--- config.mk ---
export PLATFORM = sky130hd
export DESIGN_NAME = blk_sync_gen_flat
export DESIGN_NICKNAME = d
export VERILOG_FILES = /design/src/rtl/blk_sync_gen_if.sv /design/src/rtl/blk_sync_gen.sv /design/src/flat_wrapper.sv
export SDC_FILE = /design/constraint.sdc
export NUM_CORES = 1
export LEC_CHECK = 0
export BUFFER_PORTS_ARGS = -buffer_cell sky130_fd_sc_hd__buf_2
export CAP_MARGIN = 30
export CORE_AREA = 2 2 104 81
export DETAILED_ROUTE_END_ITERATION = 6
export DIE_AREA = 0 0 106 83
export PLACE_DENSITY = 0.71
export SYNTH_ARGS = -nofsm -noshare
export SYNTH_HDL_FRONTEND = slang
export SYNTH_SLANG_ARGS = --single-unit
--- constraint.sdc ---
create_clock -name clk_i -period 2.27 [get_ports clk_i]
set_clock_uncertainty 0.05 [all_clocks]
set_input_delay 0.681 -clock clk_i [delete_from_list [all_inputs] [get_ports clk_i]]
set_output_delay 0.681 -clock clk_i [all_outputs]
set_load 0.01 [all_outputs]
--- src/rtl/blk_sync_gen_if.sv ---
// Pixel-stream bundle between the video input stage, the block-grid timing
// generator and the block-statistics buffer.
interface blk_sync_gen_if #(
    parameter int DATA_W = 24,
    parameter int HBLKS  = 10,
    parameter int VBLKS  = 10
);
    localparam int BXW = (HBLKS > 1) ? $clog2(HBLKS) : 1;
    localparam int BYW = (VBLKS > 1) ? $clog2(VBLKS) : 1;

    logic              vs_i;
    logic              de_i;
    logic [DATA_W-1:0] wd_i;
    logic              de_o;
    logic [DATA_W-1:0] wd_o;
    logic              h_save_o;
    logic              v_save_o;
    logic [BXW-1:0]    bx_o;
    logic [BYW-1:0]    by_o;
    logic              fmt_err_o;

    modport slave (
        input  vs_i, de_i, wd_i,
        output de_o, wd_o, h_save_o, v_save_o, bx_o, by_o, fmt_err_o
    );

    modport master (
        output vs_i, de_i, wd_i,
        input  de_o, wd_o, h_save_o, v_save_o, bx_o, by_o, fmt_err_o
    );
endinterface

--- src/rtl/blk_sync_gen.sv ---
// Block-grid timing generator: tracks pixel/line position in a DE/VS stream and
// emits block-start (h_save) and block-row-advance (v_save) strobes.
module blk_sync_gen #(
    parameter int H_ACTIVE = 1920,
    parameter int V_ACTIVE = 1080,
    parameter int HBLKS    = 10,
    parameter int VBLKS    = 10,
    parameter int DATA_W   = 24
) (
    input  logic          clk_i,
    input  logic          rst_i,
    blk_sync_gen_if.slave bus
);
    localparam int BW    = H_ACTIVE / HBLKS;
    localparam int BH    = V_ACTIVE / VBLKS;
    localparam int BXW   = (HBLKS > 1) ? $clog2(HBLKS) : 1;
    localparam int BYW   = (VBLKS > 1) ? $clog2(VBLKS) : 1;
    localparam int COLW  = (H_ACTIVE > 1) ? $clog2(H_ACTIVE) : 1;
    localparam int PXW   = (BW > 1) ? $clog2(BW) : 1;
    localparam int LNW   = (BH > 1) ? $clog2(BH) : 1;
    localparam int LINEW = $clog2(V_ACTIVE + 1);

    localparam logic [COLW-1:0]  COL_LAST = COLW'(H_ACTIVE - 1);
    localparam logic [PXW-1:0]   PX_LAST  = PXW'(BW - 1);
    localparam logic [LNW-1:0]   LN_LAST  = LNW'(BH - 1);
    localparam logic [BYW-1:0]   BY_LAST  = BYW'(VBLKS - 1);
    localparam logic [LINEW-1:0] LINE_END = LINEW'(V_ACTIVE);

    logic [COLW-1:0]   col_q, col_d;
    logic [PXW-1:0]    px_q, px_d;
    logic [BXW-1:0]    bx_q, bx_d;
    logic [LINEW-1:0]  line_q, line_d;
    logic [LNW-1:0]    ln_q, ln_d;
    logic [BYW-1:0]    by_q, by_d;
    logic              full_q, full_d;
    logic              act_q, vs_q, blk_q, blk_d;
    logic              vpend_q, vpend_d;
    logic              err_q, err_d;
    logic              hs_q, hs_d, vsv_q;
    logic              de_o_q;
    logic [DATA_W-1:0] wd_o_q;
    logic [BXW-1:0]    bxo_q, bxo_d;
    logic [BYW-1:0]    byo_q, byo_d;

    logic vs_rise, de_eff, fall;

    // blk_q masks the remainder of a line that was cut by reset until DE drops.
    always_comb begin
        vs_rise = bus.vs_i & ~vs_q;
        de_eff  = bus.de_i & ~blk_q;
        fall    = act_q & ~de_eff;
        blk_d   = blk_q & bus.de_i;
        col_d   = col_q;
        px_d    = px_q;
        bx_d    = bx_q;
        line_d  = line_q;
        ln_d    = ln_q;
        by_d    = by_q;
        full_d  = full_q;
        vpend_d = 1'b0;
        err_d   = err_q;
        hs_d    = 1'b0;
        bxo_d   = bxo_q;
        byo_d   = byo_q;

        if (de_eff) begin
            bxo_d = bx_q;
            byo_d = by_q;
            if (full_q) begin
                err_d = 1'b1;
            end else begin
                hs_d = (px_q == '0);
                if (col_q == COL_LAST) begin
                    full_d = 1'b1;
                end else begin
                    col_d = col_q + 1'b1;
                    if (px_q == PX_LAST) begin
                        px_d = '0;
                        bx_d = bx_q + 1'b1;
                    end else begin
                        px_d = px_q + 1'b1;
                    end
                end
            end
        end

        if (fall) begin
            if (!full_q) err_d = 1'b1;
            col_d  = '0;
            px_d   = '0;
            bx_d   = '0;
            full_d = 1'b0;
            if (line_q != '1) line_d = line_q + 1'b1;
            if (ln_q == LN_LAST) begin
                ln_d    = '0;
                by_d    = (by_q == BY_LAST) ? '0 : by_q + 1'b1;
                vpend_d = 1'b1;
            end else begin
                ln_d = ln_q + 1'b1;
            end
        end

        // Frame start wins over a coincident end of line.
        if (vs_rise) begin
            if (line_q != '0 && line_q != LINE_END) err_d = 1'b1;
            col_d   = '0;
            px_d    = '0;
            bx_d    = '0;
            full_d  = 1'b0;
            line_d  = '0;
            ln_d    = '0;
            by_d    = '0;
            vpend_d = 1'b0;
        end
    end

    always_ff @(posedge clk_i) begin
        if (rst_i) begin
            col_q   <= '0;
            px_q    <= '0;
            bx_q    <= '0;
            line_q  <= '0;
            ln_q    <= '0;
            by_q    <= '0;
            full_q  <= 1'b0;
            act_q   <= 1'b0;
            vs_q    <= 1'b0;
            blk_q   <= bus.de_i;
            vpend_q <= 1'b0;
            err_q   <= 1'b0;
            hs_q    <= 1'b0;
            vsv_q   <= 1'b0;
            de_o_q  <= 1'b0;
            wd_o_q  <= '0;
            bxo_q   <= '0;
            byo_q   <= '0;
        end else begin
            col_q   <= col_d;
            px_q    <= px_d;
            bx_q    <= bx_d;
            line_q  <= line_d;
            ln_q    <= ln_d;
            by_q    <= by_d;
            full_q  <= full_d;
            act_q   <= de_eff;
            vs_q    <= bus.vs_i;
            blk_q   <= blk_d;
            vpend_q <= vpend_d;
            err_q   <= err_d;
            hs_q    <= hs_d;
            vsv_q   <= vpend_q;
            de_o_q  <= bus.de_i;
            wd_o_q  <= bus.wd_i;
            bxo_q   <= bxo_d;
            byo_q   <= byo_d;
        end
    end

    assign bus.de_o      = de_o_q;
    assign bus.wd_o      = wd_o_q;
    assign bus.h_save_o  = hs_q;
    assign bus.v_save_o  = vsv_q;
    assign bus.bx_o      = bxo_q;
    assign bus.by_o      = byo_q;
    assign bus.fmt_err_o = err_q;
endmodule

--- src/flat_wrapper.sv ---
// flat-port wrapper written by rule: the top's interface ports become plain ports
module blk_sync_gen_flat 
#(
    parameter int H_ACTIVE = 1920,
    parameter int V_ACTIVE = 1080,
    parameter int HBLKS    = 10,
    parameter int VBLKS    = 10,
    parameter int DATA_W   = 24
)
  (clk_i, rst_i, bus_vs_i, bus_de_i, bus_wd_i, bus_de_o, bus_wd_o, bus_h_save_o, bus_v_save_o, bus_bx_o, bus_by_o, bus_fmt_err_o);
  blk_sync_gen_if #(.DATA_W(DATA_W), .HBLKS(HBLKS), .VBLKS(VBLKS)) bus_i ();
  input  logic clk_i;
  input  logic rst_i;
  input wire logic [$bits(bus_i.vs_i)-1:0] bus_vs_i;
  input wire logic [$bits(bus_i.de_i)-1:0] bus_de_i;
  input wire logic [$bits(bus_i.wd_i)-1:0] bus_wd_i;
  output wire logic [$bits(bus_i.de_o)-1:0] bus_de_o;
  output wire logic [$bits(bus_i.wd_o)-1:0] bus_wd_o;
  output wire logic [$bits(bus_i.h_save_o)-1:0] bus_h_save_o;
  output wire logic [$bits(bus_i.v_save_o)-1:0] bus_v_save_o;
  output wire logic [$bits(bus_i.bx_o)-1:0] bus_bx_o;
  output wire logic [$bits(bus_i.by_o)-1:0] bus_by_o;
  output wire logic [$bits(bus_i.fmt_err_o)-1:0] bus_fmt_err_o;
  assign bus_i.vs_i = bus_vs_i;
  assign bus_i.de_i = bus_de_i;
  assign bus_i.wd_i = bus_wd_i;
  assign bus_de_o = bus_i.de_o;
  assign bus_wd_o = bus_i.wd_o;
  assign bus_h_save_o = bus_i.h_save_o;
  assign bus_v_save_o = bus_i.v_save_o;
  assign bus_bx_o = bus_i.bx_o;
  assign bus_by_o = bus_i.by_o;
  assign bus_fmt_err_o = bus_i.fmt_err_o;
  blk_sync_gen #(.H_ACTIVE(H_ACTIVE), .V_ACTIVE(V_ACTIVE), .HBLKS(HBLKS), .VBLKS(VBLKS), .DATA_W(DATA_W)) u_core (.clk_i(clk_i), .rst_i(rst_i), .bus(bus_i));
endmodule
---- Word level (Yosys, flattened, before mapping) ----
Cells that the tools add are included.
cells by class
  add/subtract/negate cells ............... 6
  equality and inequality tests ........... 6
  multiplexer cells ....................... 13
  bitwise logic cells ..................... 10
  reduce and logical (&&, ||, !) cells .... 11
operators with widths
  kind                                                             count
  11-bit by 1-bit adder with 11-bit output, second input constant  2
  11-bit inequality test, second input constant                    2
  11-bit equality test, second input constant                      1
  11-bit nonzero test                                              1
  1-bit two-way mux                                                10
  3-bit OR reduction                                               3
  4-bit by 1-bit adder with 4-bit output, second input constant    2
  8-bit by 1-bit adder with 8-bit output, second input constant    1
  8-bit equality test, second input constant                       1
  8-bit logical NOT                                                1
  8-bit two-way mux                                                1
  7-bit by 1-bit adder with 7-bit output, second input constant    1
  7-bit equality test, second input constant                       1
  7-bit two-way mux                                                1
  1-bit NOT                                                        6
  1-bit bitwise AND                                                4
  4-bit equality test, second input constant                       1
  4-bit two-way mux                                                1
  2-bit AND reduction                                              2
  4-bit AND reduction                                              1
  3-bit AND reduction                                              1
  2-bit OR reduction                                               1
  1-bit logical AND                                                1
storage, ports and cells
  flip-flop bits (word level) ............. 86
  input port bits ......................... 28
  output and inout bits ................... 36

---- Logic depth before layout (Yosys ltp) ----
Gate-level depths: netlist of the first run.
  word-level depth ........................ 7
  depth in mapped cells ................... 7

---- Worst setup path before layout of the first run ----
No wires, ideal clock.
  kind .................................... in2reg
  start ................................... in bus_de_i
  end ..................................... reg u_core.by_q[2]
  arrival ................................. 2064 ps
  required time ........................... 2150 ps
  setup slack ............................. 86 ps
  cell stages on the path ................. 6
  cell sequence ........................... nor2b_1 -> buf_6 -> or4_1 -> clkbuf_2 -> or4_1 -> a21oi_1
on the way
  longest elaborated chain between the ends .. 4
ends and longest elaborated chain
  what                           RTL line             source
  from (decl)                    flat_wrapper.sv:15   input wire logic [$bits(bus_i.de_i)-1:0] bus_de_i;
  1-bit bitwise AND              blk_sync_gen.sv:50   de_eff = bus.de_i & ~blk_q;
  1-bit NOT                      blk_sync_gen.sv:51   fall = act_q & ~de_eff;
  1-bit bitwise AND              blk_sync_gen.sv:51
  2-bit AND reduction (no line)  -
  to (signal assigned)           blk_sync_gen.sv:143  by_q <= by_d;
  to (decl)                      blk_sync_gen.sv:34   logic [BYW-1:0] by_q, by_d;
No other way between the ends.
A chain may end at the register's enable or synchronous reset.

---- Worst setup path in the final report of the first run ----
  start ................................... reg u_core.ln_q[0]
  end ..................................... reg u_core.by_q[3]
on the way
  longest elaborated chain between the ends .. 2
ends and longest elaborated chain
  what                           RTL line             source
  from (decl)                    blk_sync_gen.sv:33   logic [LNW-1:0] ln_q, ln_d;
  from (signal assigned)         blk_sync_gen.sv:142  ln_q <= ln_d;
  7-bit equality test            blk_sync_gen.sv:94   if (ln_q == LN_LAST) begin
  2-bit AND reduction (no line)  -
No other way between the ends.

==> flow_summary.json, run 1 <==
{
  "tritoncts": "done",
  "netlist.top_cell.by_area": "dfxtp_1",
  "finalHoldViolCount": 0,
  "synthesized_cell_area_sq_um": 3480,
  "cts_hold_buffers": 0,
  "synthMostInstantiatedCell": "dfxtp_1",
  "critPathBufInv": 0,
  "netlist_instances": 387,
  "share_of_cells_above_drive_strength_1_pct": 22.1,
  "critical_path.max_stage_delay_ps": 580,
  "setup-tns-final_ps": 0,
  "dp_hpwl_um": 5290,
  "vias": 3011,
  "finalNetCount": 501,
  "hold_path_startpoint": "u_core.vpend_q$_SDFF_PP0_",
  "p_switching_uw": 652,
  "io_pins": 64,
  "r2r_end": "u_core.by_q[3]$_SDFFE_PP0P_",
  "worstReg2RegStart": "u_core.ln_q[0]$_SDFFE_PP0P_",
  "number_of_buffers_created_by_cts": 9,
  "wl_per_cell_um": 12.7,
  "timing.hold.worst_path_depth": 1,
  "stdcell_count": 576,
  "required_ps": 2430,
  "postSynth.topFlopCell": "dfxtp_1",
  "area.growth.synth_to_final_pct": 21.4,
  "outcome": "finished, final reports clean",
  "syn-num-nets": 422,
  "switching_portion_of_total_power_pct": 22.9,
  "ant_nets": 0,
  "drc": 0,
  "cellPowerDensity_nw_per_um2": 676,
  "initial_antenna_violation_count": 0,
  "reported_leakage_power_nw": 1.59,
  "postRouteWirelength_um": 7330,
  "critPathLaunchType": "flip-flop",
  "synth-edff-count": 0,
  "grt-ovfl-total": 0,
  "critical_path_class": "reg2reg",
  "layout_min_cycle_time_ps": 1990,
  "final_cell_area_sq_um": 4220,
  "netlist-cell-type-count": 49,
  "max_transition_margin_pct": 65.2,
  "critical_path.endpoint_type": "flip-flop",
  "cts.sinks": 86,
  "slowest_stage": "or4_1",
  "cts_root_buf": "clkbuf_8",
  "power.share.combinational_pct": 6.8,
  "num_antenna_cells": 0,
  "placement.setup.worst_slack_ps": -50.8,
  "grt_pass1_wl_um": 13100,
  "dieWidth_um": 106,
  "ys_top_cells_by_area": "dfxtp_1 (49%), nor2b_1 (5.6%), a21oi_1 (5.3%)",
  "achievable-frequency_ghz": 0.503,
  "number_of_global_route_vias_before_repair": 2934,
  "gr-usage-all-layers_pct": 18.0,
  "ys_async_sr_fraction_pct": 0,
  "ir_drop_mv": 0.409,
  "dieArea_sq_um": 8800,
  "floorplan.initialDensity_pct": 44.9,
  "hold_critical_path_endpoint": "u_core.bus.v_save_o$_SDFF_PP0_",
  "detail_route.first_pass.iterations": 5,
  "yosysSeqAreaShare_pct": 49.5,
  "setup_violations": 0,
  "worst-path-max-fanout": 6,
  "core_area_sq_um": 7740,
  "ctsLongestPathBuffers": 2,
  "row_count": 28,
  "first_iter_violations": 211,
  "insertion_delay_of_the_later_clocked_pin_in_the_worst_skew_pair_ps": 350,
  "port_buffers": 63,
  "slew_viol_final": 0,
  "min_period_over_period_pct": 87.6,
  "routabilityCongestion": 0.827,
  "worst_pin_slew_ps": 517,
  "synthesized_flop_and_latch_total": 86,
  "cts-resized-gates": 0,
  "yosysTopAreaCellShare_pct": 49.5,
  "postCtsSetupRepairBufs": 0,
  "power_frac_seq_pct": 54.5,
  "ys_top_cells_by_count": "dfxtp_1 (86), a21oi_1 (37), nand2_1 (33), nor2b_1 (31), nor2_1 (25)",
  "dpl-instance-area_sq_um": 4010,
  "ff2ff_path_depth": 5,
  "grt_setup_unrepaired": "false",
  "reg2reg_slack_ps": 280,
  "power.share.clock_pct": 38.7,
  "internal_power_mw": 2.20,
  "clkSlewWorstSetupHoldPaths_ps": 80,
  "h_tree_depth": 3,
  "finish.utilization_pct": 54.5,
  "placed_cells_incl_taps": 560,
  "timing.final.ws_setup_ps": 282,
  "grt_max_degree": 25,
  "worst_hold_path_type": "reg2reg",
  "worstPathArrival_ps": 2150,
  "gate_family_responsible_for_the_most_delay_along_the_worst_path": "simple AND/OR/NAND/NOR gates",
  "max_cap_violations": 0,
  "path_cells": "ha_1 > nand2_1 > or4_1 > o311ai_0 > o31ai_1",
  "dieHeight_um": 83,
  "yosys_warnings": 0,
  "via_per_inst": 5.23,
  "postSynthAreaPerCell_sq_um": 8.99
}
[power by group through the flow]
stage,clock [mW],sequential (mW),combinational [mW]
floorplan,0,1.60,0.0938
global placement,0,1.59,0.193
detailed placement,0,1.59,0.197
CTS,1.14,1.56,0.198
global route,1.21,1.56,0.218
finish,1.10,1.56,0.195
[sequential cells by signal, indices dropped and copies added, names as in the netlist, 4 cells and up]
register and count:
u_core.px_q 8, u_core.bus.bx_o 4, u_core.bus.wd_o 24, u_core.col_q 11, u_core.bus.by_o 4, u_core.bx_q 4
u_core.line_q 11, u_core.ln_q 7, u_core.by_q 4
[per-layer routing]
layer,GRT usage [%],up-vias,share of wire [%]
li1,-,1530,-
met1,23.3,1359,47
met2,28.2,117,44
met3,6.67,5,8.1
met4,5.26,0,0.91
met5,0,-,0
[cells by family after synthesis]
logic type | synth area share (%)
simple gates | 27.1
flops | 49.5
compound gates | 13.9
buf+inv | 3.88
xor+xnor | 2.52
fa+ha+maj | 2.52
mux | 0.575
[through the flow]
| step | hold WS (ps) | power [mW] |
|---|---|---|
| final | 388 | 2.85 |
| after global routing | 409 | 2.98 |
| after CTS | 395 | 2.89 |
| after detailed placement | 377 | 1.79 |
| after global placement | 370 | 1.78 |
| after floorplan | 364 | 1.70 |
[layout make-up]
| class | instances | area [sq um] |
|---|---|---|
| clock buffers | 12 | 155 |
| clock inverters | 4 | 55.1 |
| fillers | 719 | 3520 |
| inverters | 15 | 56.3 |
| multi-input cells | 269 | 1620 |
| flip-flops and latches | 86 | 1720 |
| well taps | 105 | 131 |
| repair buffers | 85 | 480 |
[layout by cell type (no fill, tap or decap), types with 2 or more instances in the layout]
cell	synthesis	layout
a21oi_1	37	37
a31oi_1	2	2
and2_1	3	3
and3_1	3	3
and4_1	2	2
buf_2	2	63
buf_4	1	22
clkbuf_8	0	11
clkinv_4	0	2
dfxtp_1	86	86
ha_1	7	7
inv_1	15	15
mux2i_1	2	2
nand2_1	33	33
nand2b_1	2	2
nand3_1	12	12
nand3b_1	2	2
nand4_1	11	11
nand4bb_1	2	2
nor2_1	25	25
nor2b_1	31	31
nor3_1	6	6
nor4_1	5	5
nor4b_1	2	2
o21a_1	2	2
o21ai_0	17	17
o311ai_0	2	2
o31ai_1	13	13
or3_1	10	10
or4_1	13	13
xnor2_1	7	7
xor2_1	3	3
[worst max path at each step]
| stage | from | to | depth (start not counted) |
|---|---|---|---|
| after floorplan | bus_de_i | u_core.by_q[2]$_SDFFE_PP0P_ | 6 |
| after global placement | bus_de_i | u_core.by_q[2]$_SDFFE_PP0P_ | 5 |
| after detailed placement | bus_de_i | u_core.bx_q[1]$_SDFFE_PP0P_ | 6 |
| after CTS | bus_de_i | u_core.bx_q[1]$_SDFFE_PP0P_ | 6 |
| after global routing | u_core.ln_q[0]$_SDFFE_PP0P_ | u_core.by_q[3]$_SDFFE_PP0P_ | 5 |
| final | u_core.ln_q[0]$_SDFFE_PP0P_ | u_core.by_q[3]$_SDFFE_PP0P_ | 5 |
Power figures use the tool's default switching activity.
==> run 2, diff against run 1 <==
--- a/config.mk
+++ b/config.mk
@@ -5,12 +5,13 @@
 export SDC_FILE = /design/constraint.sdc
 export NUM_CORES = 1
 export LEC_CHECK = 0
+export ABC_AREA = 1
 export BUFFER_PORTS_ARGS = -buffer_cell sky130_fd_sc_hd__buf_2
 export CAP_MARGIN = 30
-export CORE_AREA = 2 2 104 81
+export CORE_AREA = 2 2 109 85
 export DETAILED_ROUTE_END_ITERATION = 6
-export DIE_AREA = 0 0 106 83
-export PLACE_DENSITY = 0.71
+export DIE_AREA = 0 0 111 87
+export PLACE_DENSITY = 0.7
 export SYNTH_ARGS = -nofsm -noshare
 export SYNTH_HDL_FRONTEND = slang
 export SYNTH_SLANG_ARGS = --single-unit
==> flow_summary.json, run 2 <==
{
  "num_antenna_cells": 0,
  "yosysSeqAreaShare_pct": 44.9,
  "synthesized_flop_and_latch_total": 86,
  "number_of_buffers_created_by_cts": 9,
  "initial_antenna_violation_count": 0,
  "worst_pin_slew_ps": 581,
  "ys_top_cells_by_count": "nand2_1 (107), dfxtp_1 (86), nor2_1 (83), inv_1 (77), a21oi_1 (34)",
  "cts_root_buf": "clkbuf_16",
  "setup-tns-final_ps": 0,
  "worstReg2RegStart": "u_core.col_q[0]$_SDFFE_PP0P_",
  "insertion_delay_of_the_later_clocked_pin_in_the_worst_skew_pair_ps": 340,
  "reported_leakage_power_nw": 1.98,
  "final_common_cell": "nand2_1",
  "placed_cells_incl_taps": 695,
  "layout_min_cycle_time_ps": 1770,
  "netlist-cell-type-count": 32,
  "path_cells": "ha_1 > nand2_2 > nor2_4 > a21oi_1 > nand3_1 > nand2_1 > nor2_1",
  "dieWidth_um": 111,
  "met1Wirelength_um": 4210,
  "wl_per_cell_um": 11.9,
  "cts_hold_buffers": 0,
  "critical_path.endpoint_type": "flip-flop",
  "first_iter_violations": 184,
  "critical_path.max_stage_delay_ps": 480,
  "clkSlewWorstSetupHoldPaths_ps": 70,
  "ctsLongestPathBuffers": 2,
  "outcome": "finished, final reports clean",
  "row_count": 30,
  "yosysTopAreaCellShare_pct": 44.9,
  "placement.setup.worst_slack_ps": 377,
  "synth-edff-count": 0,
  "dieHeight_um": 87,
  "internal_power_mw": 2.40,
  "area.growth.synth_to_final_pct": 18.4,
  "core_area_sq_um": 8670,
  "dp_hpwl_um": 6250,
  "critPathLaunchType": "flip-flop",
  "io_pins": 64,
  "finalNetCount": 629,
  "ys_async_sr_fraction_pct": 0,
  "syn-num-nets": 561,
  "finalHoldViolCount": 0,
  "worst_hold_path_type": "reg2reg",
  "ir_drop_mv": 0.498,
  "max_cap_violations": 0,
  "postRouteWirelength_um": 8490,
  "finish.utilization_pct": 52.4,
  "grt_max_degree": 25,
  "crit_path_start": "u_core.col_q[0]$_SDFFE_PP0P_",
  "drc": 0,
  "slowest_stage": "a21oi_1",
  "routabilityCongestion": 0.891,
  "setup_violations": 0,
  "share_of_cells_above_drive_strength_1_pct": 20.9,
  "p_switching_uw": 815,
  "postSynth.topFlopCell": "dfxtp_1",
  "via_per_inst": 4.82,
  "netlist_instances": 526,
  "gr-usage-all-layers_pct": 18.1,
  "wl_met3_um": 605,
  "min_period_over_period_pct": 78.1,
  "port_buffers": 63,
  "power.share.clock_pct": 44.4,
  "met2_wirelength_um": 3560,
  "grt_setup_unrepaired": "false",
  "cts-resized-gates": 0,
  "grt_pass1_wl_um": 14200,
  "hold_path_startpoint": "u_core.vpend_q$_SDFF_PP0_",
  "postSynthAreaPerCell_sq_um": 7.30,
  "largest_register_ff_count": 24,
  "ys_top_cells_by_area": "dfxtp_1 (45%), nand2_1 (10%), nor2_1 (8.1%)",
  "stdcell_count": 711,
  "number_of_global_route_vias_before_repair": 3048,
  "ant_nets": 0,
  "switching_portion_of_total_power_pct": 25.4,
  "yosys_warnings": 0,
  "power_frac_seq_pct": 48.8,
  "netlist.top_cell.by_area": "dfxtp_1",
  "power.share.combinational_pct": 6.8,
  "layout_common_cells": "nand2_1 (107), dfxtp_1 (86), nor2_1 (83), inv_1 (77), buf_2 (63)",
  "max_transition_margin_pct": 61.2,
  "achievable-frequency_ghz": 0.564,
  "floorplan.initialDensity_pct": 44.3,
  "required_ps": 2460,
  "cts.sinks": 86,
  "grt-ovfl-total": 0,
  "worstPathArrival_ps": 1960,
  "detail_route.first_pass.iterations": 5,
  "critical_path_class": "reg2reg",
  "num-fill-cells": 808,
  "dieArea_sq_um": 9660,
  "timing.final.ws_setup_ps": 498,
  "reg2reg_slack_ps": 500,
  "synthesized_cell_area_sq_um": 3840,
  "slew_viol_final": 0,
  "synthMostInstantiatedCell": "nand2_1",
  "vias": 3427,
  "worst-path-max-fanout": 7,
  "tritoncts": "done",
  "dr.max_layer_used": "met4",
  "h_tree_depth": 3,
  "postCtsSetupRepairBufs": 0,
  "cellPowerDensity_nw_per_um2": 707
}
run 2: final cells by class:
class	count	area, sq um	area share [%]
well taps	112	140	3.08
inverters	82	310	6.83
flip-flops and latches	86	1720	37.9
clock buffers	9	225	4.95
repair buffers	68	353	7.76
clock inverters	7	66.3	1.46
multi-input cells	347	1730	38.0
run 2: worst paths after layout:
path	to	cells after the start
min	u_core.bus.v_save_o$_SDFF_PP0_	2
min reg2reg	u_core.bus.v_save_o$_SDFF_PP0_	2
max reg2reg	u_core.col_q[5]$_SDFFE_PP0P_	7
max	u_core.col_q[5]$_SDFFE_PP0P_	7
run 2: critical path, delay by kind of cell (launching register included):
kind / cells / cell delay, ps
AOI/OAI and AO/OA: 1 / 480
adders and majority gates: 1 / 290
DFF: 1 / 350
and+or+nand+nor: 5 / 490
run 2: logic make-up (layout without fill, tap and decap cells):
kind of cell | Yosys count | after routing | share of synthesized area [%]
AOI/OAI and AO/OA | 63 | 63 | 9.03
xor gates and xnor gates | 9 | 9 | 2.05
adders and majority gates | 7 | 7 | 2.28
buffers and inverters | 93 | 166 | 10.1
DFF | 86 | 86 | 44.9
and+or+nand+nor | 268 | 268 | 31.7
run 2: power by group through the flow:
stage,Clock (mW),Combinational [mW],Sequential (mW)
after global routing,1.51,0.244,1.57
final,1.43,0.220,1.57
after floorplan,0,0.116,1.62
after detailed placement,0,0.221,1.60
after CTS,1.45,0.222,1.57
after global placement,0,0.218,1.60
run 2: through the flow:
stage	hold slack (ps)	area (sq um)	total power, mW
final	379	4550	3.21
after global routing	381	4550	3.33
after CTS	380	4550	3.24
after detailed placement	371	4250	1.82
after global placement	362	4250	1.82
after floorplan	338	3840	1.74
run 2: metal layers:
layer	track usage [%]	vias up
met3	5.98	12
met4	6.02	0
li1	-	1776
met1	24.7	1529
met2	27.1	110
met5	0	-
